<file path="src/rtl/uart_pkg.sv">
// Shared encodings and constants for the UART transceiver slice.
package uart_pkg;

  localparam int   UART_DATA_BITS  = 8;
  localparam logic UART_IDLE_LEVEL = 1'b1;

  typedef enum logic [2:0] {
    RXS_IDLE,
    RXS_START,
    RXS_DATA,
    RXS_STOP,
    RXS_WAIT_HIGH
  } rx_state_t;

  typedef enum logic [1:0] {
    TXS_IDLE,
    TXS_START,
    TXS_DATA,
    TXS_STOP
  } tx_state_t;

endpackage

</file>
<file path="src/rtl/uart_rx_sampler.sv">
// RXD synchroniser, mid-bit sampling FSM and received-byte register.
module uart_rx_sampler
  import uart_pkg::*;
#(
  parameter int DT_BITRATE = 868
) (
  input  logic                      i_clk,
  input  logic                      i_rst,
  input  logic                      i_rxd,
  output logic [UART_DATA_BITS-1:0] o_rx_dout,
  output logic                      o_rx_valid,
  output logic                      o_frame_err,
  output logic                      o_rx_idle
);

  localparam int CNT_W = $clog2(DT_BITRATE);
  localparam int BIT_W = $clog2(UART_DATA_BITS);
  localparam logic [CNT_W-1:0] CNT_FULL = CNT_W'(DT_BITRATE - 1);
  localparam logic [CNT_W-1:0] CNT_HALF = CNT_W'(DT_BITRATE / 2 - 1);
  localparam logic [BIT_W-1:0] BIT_LAST = BIT_W'(UART_DATA_BITS - 1);

  logic [1:0]                r_sync;
  logic                      w_rxs;
  rx_state_t                 r_state;
  logic [CNT_W-1:0]          r_cnt;
  logic [BIT_W-1:0]          r_bit;
  logic [UART_DATA_BITS-1:0] r_shift;
  logic [UART_DATA_BITS-1:0] r_dout;
  logic                      r_valid;
  logic                      r_ferr;

  assign w_rxs = r_sync[1];

  always_ff @(posedge i_clk) begin
    if (i_rst) begin
      r_sync  <= {2{UART_IDLE_LEVEL}};
      r_state <= RXS_IDLE;
      r_cnt   <= '0;
      r_bit   <= '0;
      r_shift <= '0;
      r_dout  <= '0;
      r_valid <= 1'b0;
      r_ferr  <= 1'b0;
    end else begin
      r_sync  <= {r_sync[0], i_rxd};
      r_valid <= 1'b0;
      r_ferr  <= 1'b0;
      case (r_state)
        RXS_IDLE: begin
          if (!w_rxs) begin
            r_state <= RXS_START;
            r_cnt   <= CNT_HALF;
          end
        end
        RXS_START: begin
          if (r_cnt == '0) begin
            if (!w_rxs) begin
              r_state <= RXS_DATA;
              r_cnt   <= CNT_FULL;
              r_bit   <= '0;
            end else begin
              r_state <= RXS_IDLE;
            end
          end else begin
            r_cnt <= r_cnt - 1'b1;
          end
        end
        RXS_DATA: begin
          if (r_cnt == '0) begin
            r_shift <= {w_rxs, r_shift[UART_DATA_BITS-1:1]};
            r_cnt   <= CNT_FULL;
            if (r_bit == BIT_LAST) begin
              r_state <= RXS_STOP;
            end else begin
              r_bit <= r_bit + 1'b1;
            end
          end else begin
            r_cnt <= r_cnt - 1'b1;
          end
        end
        RXS_STOP: begin
          if (r_cnt == '0) begin
            if (w_rxs) begin
              r_dout  <= r_shift;
              r_valid <= 1'b1;
              r_state <= RXS_IDLE;
            end else begin
              r_ferr  <= 1'b1;
              r_state <= RXS_WAIT_HIGH;
            end
          end else begin
            r_cnt <= r_cnt - 1'b1;
          end
        end
        RXS_WAIT_HIGH: begin
          // a held-low line (break) must not be decoded as a run of frames
          if (w_rxs) begin
            r_state <= RXS_IDLE;
          end
        end
        default: r_state <= RXS_IDLE;
      endcase
    end
  end

  assign o_rx_dout   = r_dout;
  assign o_rx_valid  = r_valid;
  assign o_frame_err = r_ferr;
  assign o_rx_idle   = (r_state == RXS_IDLE);

endmodule

</file>
<file path="src/rtl/uart_core.sv">
// Full-duplex 8N1 UART: RX sampler instance, TX shifter and the FIFO ready flag.
module uart_core
  import uart_pkg::*;
#(
  parameter int DT_BITRATE = 868
) (
  input  logic                      CLK,
  input  logic                      RST,
  input  logic                      RXD,
  output logic                      TXD,
  input  logic                      TX_START,
  input  logic [UART_DATA_BITS-1:0] TX_DIN,
  output logic [UART_DATA_BITS-1:0] RX_DOUT,
  output logic                      RX_VALID,
  output logic                      FRAME_ERR,
  output logic                      TX_BUSY,
  output logic                      RDY_FLAG
);

  localparam int CNT_W = $clog2(DT_BITRATE);
  localparam int BIT_W = $clog2(UART_DATA_BITS);
  localparam logic [CNT_W-1:0] CNT_FULL = CNT_W'(DT_BITRATE - 1);
  localparam logic [BIT_W-1:0] BIT_LAST = BIT_W'(UART_DATA_BITS - 1);

  logic                      w_rx_idle;
  tx_state_t                 r_tx_state;
  logic [CNT_W-1:0]          r_tx_cnt;
  logic [BIT_W-1:0]          r_tx_bit;
  logic [UART_DATA_BITS-1:0] r_tx_shift;
  logic                      r_txd;
  logic                      r_busy;
  logic                      r_rdy;

  uart_rx_sampler #(
    .DT_BITRATE(DT_BITRATE)
  ) u_rx (
    .i_clk      (CLK),
    .i_rst      (RST),
    .i_rxd      (RXD),
    .o_rx_dout  (RX_DOUT),
    .o_rx_valid (RX_VALID),
    .o_frame_err(FRAME_ERR),
    .o_rx_idle  (w_rx_idle)
  );

  always_ff @(posedge CLK) begin
    if (RST) begin
      r_tx_state <= TXS_IDLE;
      r_tx_cnt   <= '0;
      r_tx_bit   <= '0;
      r_tx_shift <= '0;
      r_txd      <= UART_IDLE_LEVEL;
      r_busy     <= 1'b0;
      r_rdy      <= 1'b1;
    end else begin
      r_rdy <= w_rx_idle && (r_tx_state == TXS_IDLE);
      case (r_tx_state)
        TXS_IDLE: begin
          if (TX_START) begin
            r_tx_shift <= TX_DIN;
            r_txd      <= 1'b0;
            r_busy     <= 1'b1;
            r_tx_cnt   <= CNT_FULL;
            r_tx_state <= TXS_START;
          end
        end
        TXS_START: begin
          if (r_tx_cnt == '0) begin
            r_txd      <= r_tx_shift[0];
            r_tx_shift <= r_tx_shift >> 1;
            r_tx_bit   <= '0;
            r_tx_cnt   <= CNT_FULL;
            r_tx_state <= TXS_DATA;
          end else begin
            r_tx_cnt <= r_tx_cnt - 1'b1;
          end
        end
        TXS_DATA: begin
          if (r_tx_cnt == '0) begin
            r_tx_cnt <= CNT_FULL;
            if (r_tx_bit == BIT_LAST) begin
              r_txd      <= UART_IDLE_LEVEL;
              r_tx_state <= TXS_STOP;
            end else begin
              r_txd      <= r_tx_shift[0];
              r_tx_shift <= r_tx_shift >> 1;
              r_tx_bit   <= r_tx_bit + 1'b1;
            end
          end else begin
            r_tx_cnt <= r_tx_cnt - 1'b1;
          end
        end
        TXS_STOP: begin
          if (r_tx_cnt == '0) begin
            r_busy     <= 1'b0;
            r_tx_state <= TXS_IDLE;
          end else begin
            r_tx_cnt <= r_tx_cnt - 1'b1;
          end
        end
        default: r_tx_state <= TXS_IDLE;
      endcase
    end
  end

  assign TXD      = r_txd;
  assign TX_BUSY  = r_busy;
  assign RDY_FLAG = r_rdy;

endmodule

</file>
<file path="config.mk">
export PLATFORM = sky130hd
export DESIGN_NAME = uart_core
export DESIGN_NICKNAME = d
export VERILOG_FILES = /design/src/rtl/uart_pkg.sv /design/src/rtl/uart_rx_sampler.sv /design/src/rtl/uart_core.sv
export SDC_FILE = /design/constraint.sdc
export NUM_CORES = 1
export LEC_CHECK = 0
export BUFFER_PORTS_ARGS = -buffer_cell sky130_fd_sc_hd__buf_4
export CORE_UTILIZATION = 37
export CTS_BUF_LIST = sky130_fd_sc_hd__clkbuf_4
export CTS_CLUSTER_SIZE = 16
export DETAILED_ROUTE_END_ITERATION = 10
export GPL_ROUTABILITY_DRIVEN = 0
export GPL_TIMING_DRIVEN = 0
export HOLD_SLACK_MARGIN = 0.08
export PLACE_DENSITY = 0.49
export SLEW_MARGIN = 10
export SYNTH_ARGS = -nofsm -noshare
export SYNTH_HDL_FRONTEND = slang
export SYNTH_SLANG_ARGS = --single-unit
</file>
<file path="constraint.sdc">
create_clock -name CLK -period 5 [get_ports CLK]
set_input_delay 0.5 -clock CLK [delete_from_list [all_inputs] [get_ports CLK]]
set_output_delay 0.5 -clock CLK [all_outputs]
set_load 0.005 [all_outputs]
</file>
Yosys cells after proc, flatten, opt, wreduce, memory -nomap -nowiden
Cells that the tools add are included.
{"block": "word_totals", "regBits": 62, "inputBits": 12, "output_inout_bits": 13, "elab_cells": 119}
{"block": "op_classes", "add_sub_neg": 4, "n_eq_ne": 26, "n_mux": 49, "n_bitwise": 2, "reduce_logical": 23}
{"operator": "$mux 10", "count": 8}
{"operator": "$mux 3", "count": 14}
{"operator": "$pmux 10 s4", "count": 1}
{"operator": "$mux 8", "count": 4}
{"operator": "$pmux 10 s3", "count": 1}
{"operator": "$pmux 8 s3", "count": 1}
{"operator": "$ne 2x2->1 const B", "count": 11}
{"operator": "$logic_not 10->1", "count": 2}
{"operator": "$sub 10x1->10 const B", "count": 2}
{"operator": "$pmux 3 s5", "count": 1}
{"operator": "$reduce_and 5->1", "count": 3}
{"operator": "$mux 2", "count": 6}
{"operator": "$pmux 3 s2", "count": 2}
{"operator": "$reduce_and 4->1", "count": 3}
{"operator": "$ne 2x1->1 const B", "count": 5}
{"operator": "$eq 3x3->1 const B", "count": 3}
{"operator": "$mux 1", "count": 8}
{"operator": "$pmux 2 s4", "count": 1}
{"operator": "$add 3x1->3 const B", "count": 2}
{"operator": "$eq 3x2->1 const B", "count": 2}
{"operator": "$reduce_and 3->1", "count": 2}
{"operator": "$reduce_and 6->1", "count": 1}
{"operator": "$reduce_bool 2->1", "count": 3}
{"operator": "$eq 2x2->1 const B", "count": 2}
{"operator": "other kinds (14)", "count": 16}

Longest topological paths before layout
Gate-level depths: netlist of the first run.
{"block": "depth", "ltp_word": 4, "depth_mapped": 8, "ltp_nobuf": 6}

By module
From an unflattened synthesis of the first run, not the netlist that was laid out.
{"block": "hier_totals", "cells_unflattened": 345, "area_unflattened_um2": 3042.9}
{"module": "uart_rx_sampler", "n_inst": 1, "cells_each": 192, "area_each_um2": 1650.3, "seq_area_each_um2": 720.7}
{"module": "uart_core", "n_inst": 1, "cells_each": 153, "area_each_um2": 1392.6, "seq_area_each_um2": 520.5}

Worst setup path before layout of the first run
No wires, ideal clock.
{"block": "synth_timing", "path_type": "register to register", "start": "register r_tx_state[0]", "end": "register r_tx_shift[0]", "setup_time_ns": 0.091, "t_arrival_ns": 1.857, "required_ns": 4.909, "slack_ns": 3.052, "stages_incl_launch_ff": 8, "path_buffers": 1, "period_less_slack_ns": 1.948, "cell_sequence": "dfxtp_1 -> inv_1 -> ha_1 -> nor2b_1 -> nor3b_1 -> clkbuf_1 -> a21oi_1 -> a311oi_1"}
{"block": "synth_between", "elab_chain_len": 3, "word_cells_on_any_way": 10, "cone_classes": "6 x eq/ne; 1 x mux; 3 x reduce/logical"}
{"item": "start: declaration", "line": "uart_core.sv:26", "text": "tx_state_t r_tx_state;"}
{"item": "start signal: assignment", "line": "uart_core.sv:48", "text": "r_tx_state <= TXS_IDLE;"}
{"item": "start signal: assignment", "line": "uart_core.sv:64", "text": "r_tx_state <= TXS_START;"}
{"item": "start signal: assignment", "line": "uart_core.sv:73", "text": "r_tx_state <= TXS_DATA;"}
{"item": "$eq 2x2->1 (tied with other cells)", "line": "uart_core.sv:57", "text": "case (r_tx_state)"}
{"item": "$ne 2x2->1 (no source line) / $reduce_bool 3->1 (equally long branches)"}
{"item": "$reduce_and 5->1 (no source line)"}
{"item": "end signal: assignment", "line": "uart_core.sv:70", "text": "r_tx_shift <= r_tx_shift >> 1;"}
{"item": "end signal: assignment", "line": "uart_core.sv:86", "text": "r_tx_shift <= r_tx_shift >> 1;"}
{"item": "end: declaration", "line": "uart_core.sv:29", "text": "logic [UART_DATA_BITS-1:0] r_tx_shift;"}
Parallel ways exist; a longest one is shown, timed or not.
A chain may end at the register's enable or synchronous reset.

Worst setup path after layout of the first run
Same ends and word-level chain as after synthesis.

==> results of run 1 <==
==> routing by layer <==
metal	part of all wire	global-route usage	wire length, um
met5	0	0	0
met4	0.016	0.0769	133
met3	0.041	0.0260	346
met2	0.44	0.298	3760
met1	0.50	0.255	4210
==> cells in the mapped netlist (4+ instances only) <==
| library cell | n |
|---|---|
| a211oi_1 | 5 |
| nor3_1 | 9 |
| a21oi_1 | 28 |
| mux2i_1 | 25 |
| buf_2 | 4 |
| ha_1 | 12 |
| or2_2 | 4 |
| o21ai_0 | 11 |
| a31oi_1 | 7 |
| nand4_1 | 8 |
| buf_1 | 4 |
| nor2b_1 | 4 |
| inv_1 | 14 |
| nand2b_1 | 4 |
| nand2_1 | 11 |
| nor3b_1 | 4 |
| o31ai_1 | 5 |
| dfxtp_1 | 62 |
| a311oi_1 | 12 |
| nor2_1 | 31 |
| nor4_1 | 7 |
| clkbuf_1 | 13 |
| or3_1 | 8 |
==> power groups by stage <==
stage,Combinational (mW),Sequential [mW],Clock (mW)
floorplan,0.736,0.650,0
global placement,0.947,0.672,0
detailed placement,0.950,0.670,0
CTS,0.954,0.659,0.521
global route,1.07,0.677,0.543
finish,0.956,0.661,0.513
==> layout make-up <==
type | instances | area share
Inverter | 14 | 0.0136
Buffer | 25 | 0.0324
Timing Repair Buffer | 24 | 0.0466
Clock inverter | 7 | 0.0376
Clock buffer | 9 | 0.0175
Multi-Input combinational cell | 265 | 0.496
Sequential cell | 62 | 0.321
Tap cell | 108 | 0.0350
==> cell families after synthesis <==
group	after synthesis	share of synthesized area
adders and majority gates	12	0.0450
DFF	62	0.372
AOI/OAI and AO/OA	106	0.231
buffers and inverters	39	0.0533
muxes	27	0.0818
and+or+nand+nor	118	0.211
xor gates and xnor gates	2	0.00525
==> worst min path at each step <==
stage                                 to           start  slack (ps)
after global routing      u_rx.r_sync[0]             RXD         270
after global placement    u_rx.r_sync[1]  u_rx.r_sync[0]         400
after detailed placement  u_rx.r_sync[1]  u_rx.r_sync[0]         400
after floorplan           u_rx.r_sync[1]  u_rx.r_sync[0]         390
final                     u_rx.r_sync[0]             RXD         280
after CTS                 u_rx.r_sync[0]             RXD         260
==> per-stage QoR <==
| stage | hold slack (ps) | power, mW | instances | util | area (um^2) |
|---|---|---|---|---|---|
| after floorplan | 389 | 1.39 | 366 | - | 3340 |
| after global placement | 396 | 1.62 | 498 | 0.419 | 3650 |
| after detailed placement | 398 | 1.62 | 498 | 0.419 | 3650 |
| after CTS | 262 | 2.13 | 514 | 0.443 | 3860 |
| after global routing | 272 | 2.29 | 514 | 0.443 | 3860 |
| final | 285 | 2.13 | 514 | 0.443 | 3860 |
==> registers in the layout (all words and copies together) (netlist names), 2 cells and up <==
signal          count
r_tx_cnt           10
u_rx.r_cnt         10
r_tx_shift          8
u_rx.o_rx_dout      8
u_rx.r_shift        8
r_tx_bit            3
u_rx.r_bit          3
u_rx.r_state        3
r_tx_state          2
u_rx.r_sync         2
==> worst max-delay path, delay by kind of cell (launching register included) <==
family	cells	cell delay [ps]
AO/OA/AOI/OAI	2	360
adder cells (fa/ha/maj)	1	260
buffers and inverters	2	520
flip-flops	1	400
AND/OR/NAND/NOR	2	860
==> run metrics, run 1 <==
Net Switching 0.862 mW; first-pass GRT wire length 14400 um; flop2flop setup slack 2530 ps; drt wl/cell about 16 um; critical path arrival 2790 ps; clock root buffer clkbuf_4; register area 0.00124 mm^2; Post-Route WL between 8000 and 9000 um; hold path cells 2; GR Util All Layers 0.188; RSZ-0062 raised after global routing no; Max Fclk 405 MHz; clock buffer depth 2; setup slack at placement approximately 2500 ps; Critical Path Slowest Stage Cell nor3b_1; Worst-Margin Slew 839 ps; Reg-to-Reg Start r_tx_state[0]; Via density ~5.7; Pins Over Slew Limit 0; Die W a little under 100 um; Distinct cells, synth 66; sequential share of power 0.310; FF-to-FF End r_tx_shift[0]; Worst slew margin 0.435; # IOs 25; Startpoint Class register; Die Height between 90 and 100 um; multi-input logic area 0.00192 mm^2; combinational share of power 0.449; Synth area leaders dfxtp_1 37%, mux2i_1 7.5%, ha_1 4.5%; max incr delay on CP between 600 and 700 ps; CP Capture Type register; Hold Path Class in -> reg; register area share after synthesis 0.372; Setup WS post-layout 2530 ps; post-synth net total 390; Setup Total Neg Slack 0 ps; fillcell total between 800 and 900; Area growth, synth to finish 15.8%; CP endpoint r_tx_shift[0]; H-tree levels 3; Post-CTS Hold Buffers 0; crit-path cells inv_1 -> ha_1 -> nor2b_1 -> nor3b_1 -> clkbuf_1 -> a21oi_1 -> a311oi_1; Fin Clk Skew 17.9 ps; Sw Share 0.404; outcome completed; power density cells between 500 and 600 mW/mm^2; Synth Warn # 0; CTS tree yes; initial antenna violation count 0; top cell type's share of synthesized area 0.372; final period utilization 0.493; Avg Inst Size Synth slightly above 9 um^2; Post-synth EDFFs 0; Synth async-reset ratio 0; fraction of layout cells with a size suffix above 1 0.172; # nets final 425; commonest cells after routing, fill and taps aside 62 x dfxtp_1, 31 x nor2_1, 28 x a21oi_1; Finish-stage setup viols 0; Post-Syn Area around 0.0033 mm^2; Yosys reg bits 62; IO Port Bufs 24; MaxCap Viol Count 0; internal power 1.27 mW; most common cell after layout, fill and taps aside dfxtp_1; core area just under 0.009 mm^2; largest net degree at the start of global routing 13; worst vdd ir 0.251 mV; clock latency on the worst-skew pair 410 ps; Initial DRC Count 102; number of setup buffers added after CTS 0; initial core utilization 0.382; Setup CP Type reg -> reg; Worst Reg-to-Reg Cells 7; Data required, critical path 5320 ps; Final Hold Viols 0; PostCTS Resize Cnt 0; DRT antenna net count 0; GR Overflow Total 0; Std-Cell Rows 34; min Tclk post-route 2470 ps; CP startpoint r_tx_state[0]; Top FF cell, synth dfxtp_1; Num CTS Buffers 9; clock share of power 0.241; Remaining DRCs 0; Gate Count Post-Synth 366; Sink Count 62; Synth area leader dfxtp_1; vias in the first global route 2929; Static Leak 1.51 nW; DR vias 2950; drt first pass iters 4; antenna cells 0; clock-pin slew on the worst setup and hold paths between 100 and 150 ps; HPWL after DPL 6020 um; worst-path fanout max 10; die area 0.00940 mm^2
(Power assumes the default switching activity.)
==> inputs of run 2 (changes only) <==
clock period = 2.4 ns   (was 5 ns; I/O delays follow)
==> run metrics, run 2 (same netlist as run 1, synthesis figures left out) <==
CTS tree yes; GR Util All Layers 0.188; CP Capture Type register; Worst slew margin 0.468; Die Height 97.0 um; critical path arrival about 2600 ps; final period utilization 0.929; Most Crowded Layer GR met2; worst vdd ir about 0.53 mV; GR Util met3 0.0260; Static Leak 1.53 nW; Sink Count 62; Pins Over Slew Limit 0; clock buffer depth 2; commonest cells after routing, fill and taps aside 62 x dfxtp_1, 31 x nor2_1, 28 x a21oi_1; met1 usage in global routing 0.256; Via density 5.73; Post-Route WL between 8000 and 9000 um; Setup CP Type reg -> reg; multi-input logic area between 0.0015 and 0.002 mm^2; utilization after layout 0.447; Max Fclk roughly 450 MHz; drt wl/cell ~16 um; Final Hold Viols 0; Remaining DRCs 0; fillcell total 878; DR vias 2955; worst-path fanout max 9; Hold WS ~120 ps; core area 0.00872 mm^2; Std-Cell Rows 34; RSZ-0062 raised after global routing no; GR Overflow Total 0; drt first pass iters 4; clock root buffer clkbuf_4; most common cell after layout, fill and taps aside dfxtp_1; fraction of layout cells with a size suffix above 1 0.189; Fin Clk Skew 12.9 ps; HPWL after DPL 6020 um; Initial DRC Count 116; antenna cells 0; Die W 97.0 um; Num CTS Buffers 9; # nets final approximately 430; DRT antenna net count 0; H-tree levels 3; vias in the first global route 2937; outcome completed; min Tclk post-route around 2200 ps; MaxCap Viol Count 0; Hold Path Class in -> reg; clock-pin slew on the worst setup and hold paths 120 ps; largest net degree at the start of global routing 13; Finish-stage setup viols 0; first-pass GRT wire length 14500 um; Data required, critical path between 2000 and 3000 ps; clock latency on the worst-skew pair around 400 ps; met2 GRT Util 0.299; Power, Total 4.47 mW; die area about 0.0094 mm^2; initial antenna violation count 0; Area growth, synth to finish 16.8%; power density cells roughly 1100 mW/mm^2; # IOs 25; register area 0.00124 mm^2; IO Port Bufs 24; Worst-Margin Slew slightly below 800 ps; biggest regs r_tx_cnt: 10 flops, u_rx.r_cnt: 10 flops; initial core utilization 0.382; Startpoint Class register
-- run 2: final timing paths --
kind	from	end	slack [ps]	cells past startpoint
worst max-delay path	u_rx.r_cnt[0]	u_rx.r_cnt[3]	170	7
worst min-delay path	TX_DIN[7]	r_tx_shift[7]	120	3
worst max register to register	u_rx.r_cnt[0]	u_rx.r_cnt[3]	170	7
worst min register to register	u_rx.r_sync[0]	u_rx.r_sync[1]	420	1
-- run 2: metal layers --
metal,share of wire,vias up
met5,0,-
li1,-,1482
met2,0.46,71
met3,0.043,12
met1,0.49,1390
met4,0.013,0
-- run 2: final cells by class --
cell class                      count  share of cell area
Buffer                             25              0.0334
Clock buffer                        9              0.0173
Clock inverter                      7              0.0372
Inverter                           14              0.0135
Multi-Input combinational cell    265               0.495
Sequential cell                    62               0.318
Tap cell                          108              0.0347
Timing Repair Buffer               26              0.0507
-- run 2: stage by stage --
step / worst slack [ps] / instances / setup TNS, ps / instance area, um^2
finish: 170 / 516 / 0 / 3900
global route: 31.4 / 516 / 0 / 3900
CTS: 10.8 / 515 / 0 / 3880
detailed placement: -78.6 / 498 / -151 / 3650
global placement: -14.9 / 498 / -15.0 / 3650
floorplan: 452 / 366 / 0 / 3340
-- run 2: worst max-delay path, cell delays in order, from the launching register on --
cell      delay [ps]
dfxtp_1          430
inv_1             90
ha_1             240
nor2b_1          140
clkbuf_2         180
a311oi_1         660
a21oi_1          150
a311oi_1         260
-- run 2: repair_timing --
action / CTS / global route
setup buffers: 0 / 1
setup endpoints to repair: 3 / 14
endpoints found under the hold margin: 1 / 0
hold buffers: 1 / 0
pin swaps: 0 / 2
gates resized for setup: 1 / 7
-- run 2: power breakdown --
part	switching [mW]	internal [mW]
clock network	0.431	0.637
logic	1.19	0.825
registers	0.174	1.21
total	1.80	2.67
==> inputs of run 3 (changes only) <==
clock period = 2.5 ns   (was 2.4 ns; I/O delays follow)
==> run metrics, run 3 (same netlist as run 1, synthesis figures left out) <==
Startpoint Class register; clock root buffer clkbuf_4; RSZ-0062 raised after global routing no; WHS Endpoint r_tx_shift[7]; Hold Path Class in -> reg; HPWL after DPL 6020 um; GR Overflow Total 0; worst vdd ir 0.503 mV; Std-Cell Rows 34; clock latency on the worst-skew pair 410 ps; first-pass GRT wire length 14400 um; H-tree levels 3; hold path startpoint TX_DIN[7]; Data required, critical path 2800 ps; fraction of layout cells with a size suffix above 1 0.177; Worst Reg-to-Reg Cells 7; Fin Clk Skew 16.1 ps; Worst slew margin 0.463; initial antenna violation count 0; Die Height 97.0 um; antenna cells 0; area of placed instances 0.00365 mm^2; CP Capture Type register; initial core utilization 0.382; vias in the first global route 2935; commonest cells after routing, fill and taps aside 62 x dfxtp_1, 31 x nor2_1, 28 x a21oi_1; Worst-Margin Slew 798 ps; Max Fclk 444 MHz; Post-Route WL 8440 um; power density cells 1100 mW/mm^2; final period utilization 0.902; DR vias 2952; Static Leak 1.52 nW; Via density between 5 and 6; Area growth, synth to finish 16.3%; clock buffer depth 2; MaxCap Viol Count 0; GR Util All Layers 0.188; core area roughly 0.0087 mm^2; FF-to-FF End u_rx.r_cnt[9]; Finish-stage setup viols 0; drt wl/cell 16.4 um; IO Port Bufs 24; drt first pass iters 4; Remaining DRCs 0; Reg-to-Reg Start u_rx.r_cnt[0]; worst-path fanout max 9; most common cell after layout, fill and taps aside dfxtp_1; max incr delay on CP 400 ps; Critical Path Slowest Stage Cell nand4_1; flop2flop setup slack 250 ps; Initial DRC Count approximately 130; die area 0.00940 mm^2; outcome completed; Setup Total Neg Slack 0 ps; number of setup buffers added after CTS 0; CTS tree yes; min Tclk post-route 2250 ps; Pins Over Slew Limit 0; crit-path cells inv_1 -> ha_1 -> nor2b_1 -> buf_1 -> nand4_1 -> and2_1 -> o311ai_0; Sink Count 62; fillcell total 883; critical path arrival 2560 ps; DRT antenna net count 0; biggest regs r_tx_cnt: 10 flops, u_rx.r_cnt: 10 flops; largest net degree at the start of global routing 13; hold path cells 3; clock-pin slew on the worst setup and hold paths 130 ps; Setup CP Type reg -> reg; # IOs 25; Final Hold Viols 0; Design Area, Final 0.00388 mm^2; Num CTS Buffers 9; # nets final 426; Die W roughly 97 um
## run 3: layout make-up
type,count,area [um^2],share of cell area
multi-input cells,265,1920,0.495
flip-flops and latches,62,1240,0.320
repair buffers,25,190,0.0490
plain buffers,25,126,0.0326
clock inverters,7,145,0.0374
well taps,108,135,0.0348
clock buffers,9,67.6,0.0174
inverters,14,52.6,0.0135
## run 3: worst max path at each step
stage,startpoint,endpoint,depth (start not counted)
6_report,u_rx.r_cnt[0],u_rx.r_cnt[9],7
5_1_grt,r_tx_state[0],r_tx_shift[1],7
4_1_cts,r_tx_state[0],r_tx_shift[0],7
3_5_place_dp,r_tx_state[0],r_tx_shift[1],7
3_3_place_gp,r_tx_state[0],r_tx_shift[0],7
2_1_floorplan,r_tx_state[0],r_tx_shift[0],7
## run 3: critical path, delay by kind of cell (launching register included)
kind            cells  cell delay (ps)
simple gates        3              850
buf+inv             2              420
flops               1              380
compound gates      1              300
fa+ha+maj           1              200
## run 3: report_power, final
part	internal, mW	switching (mW)	total (mW)
registers	1.16	0.163	1.32
clock network	0.612	0.412	1.02
logic	0.773	1.15	1.92
total	2.54	1.72	4.26
## run 3: routing by layer
layer,GRT usage,vias up,part of all wire
li1,-,1485,-
met1,0.255,1381,0.49
met2,0.299,77,0.45
met3,0.0260,9,0.044
met4,0.0769,0,0.010
met5,0,-,0
## run 3: stage by stage
| stage | util | total power [mW] | hold WS (ps) | setup WS, ps | instances |
|---|---|---|---|---|---|
| 2_1_floorplan | - | 2.77 | 354 | 552 | 366 |
| 3_3_place_gp | 0.419 | 3.24 | 396 | 85.1 | 498 |
| 3_5_place_dp | 0.419 | 3.24 | 398 | 21.4 | 498 |
| 4_1_cts | 0.444 | 4.27 | 105 | 4.53 | 515 |
| 5_1_grt | 0.445 | 4.58 | 130 | 14.5 | 515 |
| 6_report | 0.445 | 4.26 | 130 | 246 | 515 |
## run 3: what timing repair did
| item | CTS | global route |
|---|---|---|
| endpoints found under the setup margin | 0 | 12 |
| gates resized for setup | 0 | 3 |
| hold buffers | 1 | 0 |
| endpoints found under the hold margin | 1 | 0 |
